===== src/rtl/spi_memory_burst.sv =====
// SPI mode-0 slave in front of a register-array memory, with burst auto-increment,
// frame-abort detection, MISO output enable and debug status.
module spi_memory_burst #(
  parameter int ADDR_WIDTH  = 7,
  parameter int DATA_WIDTH  = 8,
  parameter int SYNC_STAGES = 2
) (
  input  logic       clk,
  input  logic       reset,
  input  logic       sclk_pin,
  input  logic       cs_pin,
  input  logic       mosi_pin,
  output logic       miso_pin,
  output logic       miso_oe,
  output logic       busy,
  output logic       word_done,
  output logic       frame_abort,
  output logic [3:0] leds
);

  localparam int DEPTH = 2 ** ADDR_WIDTH;
  localparam int SW    = (ADDR_WIDTH > DATA_WIDTH - 1) ? ADDR_WIDTH : DATA_WIDTH - 1;
  localparam int MAXB  = (ADDR_WIDTH + 1 > DATA_WIDTH) ? ADDR_WIDTH + 1 : DATA_WIDTH;
  localparam int CW    = $clog2(MAXB + 1);

  typedef enum logic [1:0] {
    IDLE   = 2'd0,
    HEADER = 2'd1,
    WRITE  = 2'd2,
    READ   = 2'd3
  } state_t;

  logic [SYNC_STAGES-1:0] sclk_sync_q, cs_sync_q, mosi_sync_q;
  logic                   sclk_prev_q, cs_prev_q;
  logic                   sclk_s, cs_s, mosi_s, rise, fall, cs_fall;

  state_t                 state_q, state_d;
  logic [CW-1:0]          bit_cnt_q, bit_cnt_d;
  logic [ADDR_WIDTH-1:0]  addr_q, addr_d;
  logic [SW-1:0]          shift_q, shift_d;
  logic [DATA_WIDTH-1:0]  tx_q, tx_d;
  logic                   tx_load_q, tx_load_d;
  logic                   miso_q, miso_d;
  logic                   miso_oe_q, busy_q;
  logic                   word_done_q, word_done_d;
  logic                   abort_q, abort_d;
  logic                   last_read_q, last_read_d;
  logic                   sticky_q, sticky_d;
  logic                   mem_we;
  logic [DATA_WIDTH-1:0]  mem_wdata;
  logic [DATA_WIDTH-1:0]  mem_q [DEPTH];

  assign sclk_s  = sclk_sync_q[SYNC_STAGES-1];
  assign cs_s    = cs_sync_q[SYNC_STAGES-1];
  assign mosi_s  = mosi_sync_q[SYNC_STAGES-1];
  assign rise    = sclk_s & ~sclk_prev_q;
  assign fall    = ~sclk_s & sclk_prev_q;
  assign cs_fall = cs_prev_q & ~cs_s;

  always_comb begin
    state_d     = state_q;
    bit_cnt_d   = bit_cnt_q;
    addr_d      = addr_q;
    shift_d     = shift_q;
    tx_d        = tx_q;
    tx_load_d   = 1'b0;
    miso_d      = miso_q;
    word_done_d = 1'b0;
    abort_d     = 1'b0;
    last_read_d = last_read_q;
    sticky_d    = sticky_q;
    mem_we      = 1'b0;
    mem_wdata   = {shift_q[DATA_WIDTH-2:0], mosi_s};

    if (tx_load_q) tx_d = mem_q[addr_q];

    unique case (state_q)
      IDLE: begin
        miso_d = 1'b0;
        if (cs_fall) begin
          state_d   = HEADER;
          bit_cnt_d = '0;
        end
      end
      HEADER: begin
        if (rise) begin
          shift_d = {shift_q[SW-2:0], mosi_s};
          if (bit_cnt_q == CW'(ADDR_WIDTH)) begin
            addr_d      = shift_q[ADDR_WIDTH-1:0];
            last_read_d = mosi_s;
            bit_cnt_d   = '0;
            state_d     = mosi_s ? READ : WRITE;
            tx_load_d   = mosi_s;
          end else begin
            bit_cnt_d = bit_cnt_q + CW'(1);
          end
        end
      end
      WRITE: begin
        if (rise) begin
          shift_d = {shift_q[SW-2:0], mosi_s};
          if (bit_cnt_q == CW'(DATA_WIDTH - 1)) begin
            mem_we      = 1'b1;
            word_done_d = 1'b1;
            addr_d      = addr_q + ADDR_WIDTH'(1);
            bit_cnt_d   = '0;
          end else begin
            bit_cnt_d = bit_cnt_q + CW'(1);
          end
        end
      end
      READ: begin
        if (fall) begin
          miso_d = tx_q[DATA_WIDTH-1];
          tx_d   = tx_q << 1;
        end
        if (rise) begin
          if (bit_cnt_q == CW'(DATA_WIDTH - 1)) begin
            word_done_d = 1'b1;
            addr_d      = addr_q + ADDR_WIDTH'(1);
            bit_cnt_d   = '0;
            tx_load_d   = 1'b1;
          end else begin
            bit_cnt_d = bit_cnt_q + CW'(1);
          end
        end
      end
      default: state_d = IDLE;
    endcase

    // A final bit landing with cs rise has already cleared the count, so it commits without abort.
    if (state_q != IDLE && cs_s) begin
      state_d   = IDLE;
      miso_d    = 1'b0;
      tx_load_d = 1'b0;
      abort_d   = (bit_cnt_d != '0);
      sticky_d  = sticky_q | abort_d;
      bit_cnt_d = '0;
    end
  end

  always_ff @(posedge clk) begin
    if (reset) begin
      sclk_sync_q <= '0;
      cs_sync_q   <= '1;
      mosi_sync_q <= '0;
      sclk_prev_q <= 1'b0;
      cs_prev_q   <= 1'b1;
      state_q     <= IDLE;
      bit_cnt_q   <= '0;
      addr_q      <= '0;
      shift_q     <= '0;
      tx_q        <= '0;
      tx_load_q   <= 1'b0;
      miso_q      <= 1'b0;
      miso_oe_q   <= 1'b0;
      busy_q      <= 1'b0;
      word_done_q <= 1'b0;
      abort_q     <= 1'b0;
      last_read_q <= 1'b0;
      sticky_q    <= 1'b0;
      for (int i = 0; i < DEPTH; i++) mem_q[i] <= '0;
    end else begin
      sclk_sync_q <= {sclk_sync_q[SYNC_STAGES-2:0], sclk_pin};
      cs_sync_q   <= {cs_sync_q[SYNC_STAGES-2:0], cs_pin};
      mosi_sync_q <= {mosi_sync_q[SYNC_STAGES-2:0], mosi_pin};
      sclk_prev_q <= sclk_s;
      cs_prev_q   <= cs_s;
      state_q     <= state_d;
      bit_cnt_q   <= bit_cnt_d;
      addr_q      <= addr_d;
      shift_q     <= shift_d;
      tx_q        <= tx_d;
      tx_load_q   <= tx_load_d;
      miso_q      <= miso_d;
      miso_oe_q   <= (state_d == READ);
      busy_q      <= (state_d != IDLE);
      word_done_q <= word_done_d;
      abort_q     <= abort_d;
      last_read_q <= last_read_d;
      sticky_q    <= sticky_d;
      if (mem_we) mem_q[addr_q] <= mem_wdata;
    end
  end

  assign miso_pin    = miso_q;
  assign miso_oe     = miso_oe_q;
  assign busy        = busy_q;
  assign word_done   = word_done_q;
  assign frame_abort = abort_q;
  assign leds        = {state_q, last_read_q, sticky_q};

endmodule


===== config.mk =====
export PLATFORM = sky130hd
export DESIGN_NAME = spi_memory_burst
export DESIGN_NICKNAME = d
export VERILOG_FILES = /design/src/rtl/spi_memory_burst.sv
export SDC_FILE = /design/constraint.sdc
export NUM_CORES = 2
export LEC_CHECK = 0
export ABC_AREA = 1
export BUFFER_PORTS_ARGS = -buffer_cell sky130_fd_sc_hd__buf_2
export CORE_UTILIZATION = 30
export DETAILED_ROUTE_END_ITERATION = 10
export GPL_ROUTABILITY_DRIVEN = 0
export HOLD_SLACK_MARGIN = 0.03
export PLACE_DENSITY_LB_ADDON = 0.05
export SETUP_SLACK_MARGIN = 0.15
export SLEW_MARGIN = 10
export SYNTH_ARGS = -nofsm -noshare
export SYNTH_HDL_FRONTEND = slang
export SYNTH_SLANG_ARGS = --single-unit

===== constraint.sdc =====
create_clock -name clk -period 2.96 [get_ports clk]
set_clock_uncertainty 0.15 [all_clocks]
set_input_delay 0.148 -clock clk [delete_from_list [all_inputs] [get_ports clk]]
set_output_delay 0.148 -clock clk [all_outputs]
set_load 0.03 [all_outputs]

==> results.md <==
* Clk root buf: clkbuf_16
* Pins Over Slew Limit at 0
* Yosys warns at 0
* Share of the synthesized area in the top cell type at 63.83%
* Worst-Skew Late Latency at 0.77 ns
* Final nets at 5150
* Mapped Area at 48170 um^2
* RSZ-0062 raised after global routing: yes
* WP data arrival at 2.95 ns
* Final setup violation count at 0
* Die width at 402.7 um
* HP Start: mosi_sync_q[0]
* Crit Path Class: register to register
* H-tree lvl count at 4
* CTS tree: done
* Area grow syn2layout at 18.25%
* Synth area leaders: edfxtp_1 64%, nand2_1 11%, nand3_1 10%
* Hold/Removal Path Class: register to register
* Clock sink count at 1075
* I/O pin count at 14
* CP Max Fanout at 13
* Async S/R FF share, synth at 0%
* Hold endpoint: mosi_sync_q[1]
* Fmax at 374.9 MHz
* Synth unique cells at 27
* Register bit total from synthesis at 1075
* Seq/Total Area, Yosys at 65.95%
* Clock Path Buffers at 3
* # rows at 146
* Final Power at 35.81 mW
* Cells after Synth at 5053
* Crit. End Element: register
* Largest net degree at the start of global routing at 78
* Net Count, Synth at 5064
* Global-route wire length before repair at 248400 um
* Antenna violations before repair at 2
* DRT Pass-1 Iters at 5
* Reg-to-Reg End: mem_q[82][3]
* Die Y-Extent at 402.7 um
* CORE AREA at 158900 um^2
* GRT Overall Usage at 20.83%
* Critical Path RT at 3.25 ns
* TritonCTS Buffers at 132
* Post-DR vias/cell at 4.940
* Max-cap violation count at 0
* Status: finished, final reports clean
* Initial core utilization at 30.31%
* Fillers at 16240
* Pleak at 19.69 nW
* Worst-margin pin slew at 0.8537 ns
* Multi-input logic area at 15080 um^2
* WL/cell at 23.11 um
* Synthesized area per cell at 9.533 um^2
* Final wirelength at 169100 um
* Min-Delay Path Depth at 2
* Tmin final at 2.668 ns
* Storage cell area at 31780 um^2
* RR Startpoint: bit_cnt_q[1]
* IO Port Bufs at 13
* Max_slew headroom at 43.08%
* Startpoint Class: register
* Period utilisation layout at 90.12%
* Total number of vias at 36140
* Max IR drop VDD at 0.5627 mV
* Primary FF master, synth: edfxtp_1
* Vias in the first global route at 35970
* Most frequent cells after synthesis: 1428 x nand2_1, 1069 x nor2_1, 1024 x edfxtp_1, 964 x nand3_1, 324 x clkbuf_1
* GR Overflow Total at 0
* Area leader, netlist: edfxtp_1
* Worst-path clk slew at 0.06 ns
* Min Hold Slack at 0.2633 ns
* FF-to-FF path depth at 12
* R2R setup slack at 0.29 ns
* Layout cells sized above 1 at 11.25%
* EDFF count, synth at 1024
* # DRC at 0
* Pwr dens at 628.6 nW/um^2
* Die area at 162200 um^2
* Final ANT Viol Nets at 0
* Most frequent cell after synthesis: nand2_1
* Endpoints failing hold at 0
* ANT cells at 0
* Hpwl dp at 104700 um
* Initial drt markers at 2843
* Fin util at 35.84%
* TNS Setup at 0 ns
[through the flow]
step                      setup slack, ns  cell area (um^2)  instances
final                              0.2924             56960       7316
after global routing               0.1454             56960       7316
after CTS                          0.1451             56710       7315
after detailed placement          0.09061             52600       7066
after global placement            0.08033             52600       7066
after floorplan                    0.3890             48170       5053
[how the worst max path moves through the flow]
stage	from	endpoint	slack (ns)	cells after the start
2_1_floorplan	state_q[1]	mem_q[76][1]	0.39	8
3_3_place_gp	bit_cnt_q[1]	mem_q[4][6]	0.08	12
3_5_place_dp	bit_cnt_q[1]	mem_q[26][7]	0.09	12
4_1_cts	bit_cnt_q[1]	mem_q[25][4]	0.15	11
5_1_grt	bit_cnt_q[1]	mem_q[86][2]	0.15	12
6_report	bit_cnt_q[1]	mem_q[82][3]	0.29	12
[critical path, stage by stage, from the launching register on]
cell     delay [ns]
dfxtp_1        0.38
ha_1           0.19
nand3_1        0.10
nor2_2         0.13
inv_2          0.07
nor3_2         0.14
buf_4          0.17
nand2_1        0.10
buf_4          0.19
nor2_4         0.11
buf_12         0.24
nand2_1        0.14
nand2_2        0.20
[state kept, by name, indices dropped and copies added, names as in the netlist, named ones only]
| signal | flops |
|---|---|
| addr_q | 7 |
| bit_cnt_q | 4 |
| busy | 1 |
| cs_prev_q | 1 |
| cs_sync_q | 2 |
| frame_abort | 1 |
| last_read_q | 1 |
| mem_q | 1024 |
| miso_oe | 1 |
| miso_pin | 1 |
| mosi_sync_q | 2 |
| sclk_prev_q | 1 |
| sclk_sync_q | 2 |
| shift_q | 7 |
| state_q | 2 |
| sticky_q | 1 |
| tx_load_q | 1 |
| tx_q | 8 |
| word_done | 1 |
[layer usage]
metal / GRT usage, % / wire length [um]
met1: 29.72 / 79970
met4: 5.203 / 3182
met3: 2.684 / 6800
met5: 0 / 0
met2: 33.40 / 79140
[what timing repair did]
action,in CTS,in global routing
setup endpoints to repair,66,768
gates cloned,0,1
hold endpoints to repair,38,0
hold buffers,10,0
gates resized for setup,9,78
buffers inserted,0,0
[cell usage in the layout, fill, tap and decap left out, types with 3 or more instances in the layout]
cell type	count
nand2_1	1353
clkbuf_1	35
buf_2	13
clkbuf_16	137
o211ai_1	3
bufinv_16	3
dfxtp_1	47
o21ai_0	34
nor2_1	1064
buf_12	62
buf_4	229
nand3_1	964
inv_6	7
clkinv_1	34
edfxtp_1	1024
dfxtp_4	3
inv_1	33
buf_6	3
clkinv_4	3
dlygate4sd3_1	10
nor2_4	4
a21oi_1	36
nor3_4	3
clkinv_8	3
nand2_2	69
nand2_4	6
inv_2	4
inv_8	10
clkinv_2	18
ha_1	6
or2_2	4
[cells by family (layout without fill, tap and decap cells)]
family	Yosys count	after routing	share of synthesized area [%]
AO/OA/AOI/OAI	80	80	0.8831
XOR/XNOR	2	2	0.03637
adder cells (fa/ha/maj)	6	6	0.1558
buffers and inverters	418	609	3.296
flip-flops	1075	1075	65.95
AND/OR/NAND/NOR	3472	3472	29.68
[report_power, final]
| group | switching (mW) | internal [mW] |
|---|---|---|
| Sequential | 0.230 | 17.3 |
| Clock | 6.64 | 8.70 |
| Combinational | 2.12 | 0.775 |
| Total | 8.99 | 26.8 |
[layout make-up]
class | instances | area share, %
Sequential cell | 1075 | 55.80
Clock inverter | 68 | 0.8061
Clock buffer | 171 | 6.205
Timing Repair Buffer | 320 | 5.687
Tap cell | 2072 | 4.551
Multi-Input combinational cell | 3560 | 26.48
Inverter | 50 | 0.4745
No activity file was read; power rests on OpenSTA's default activity.
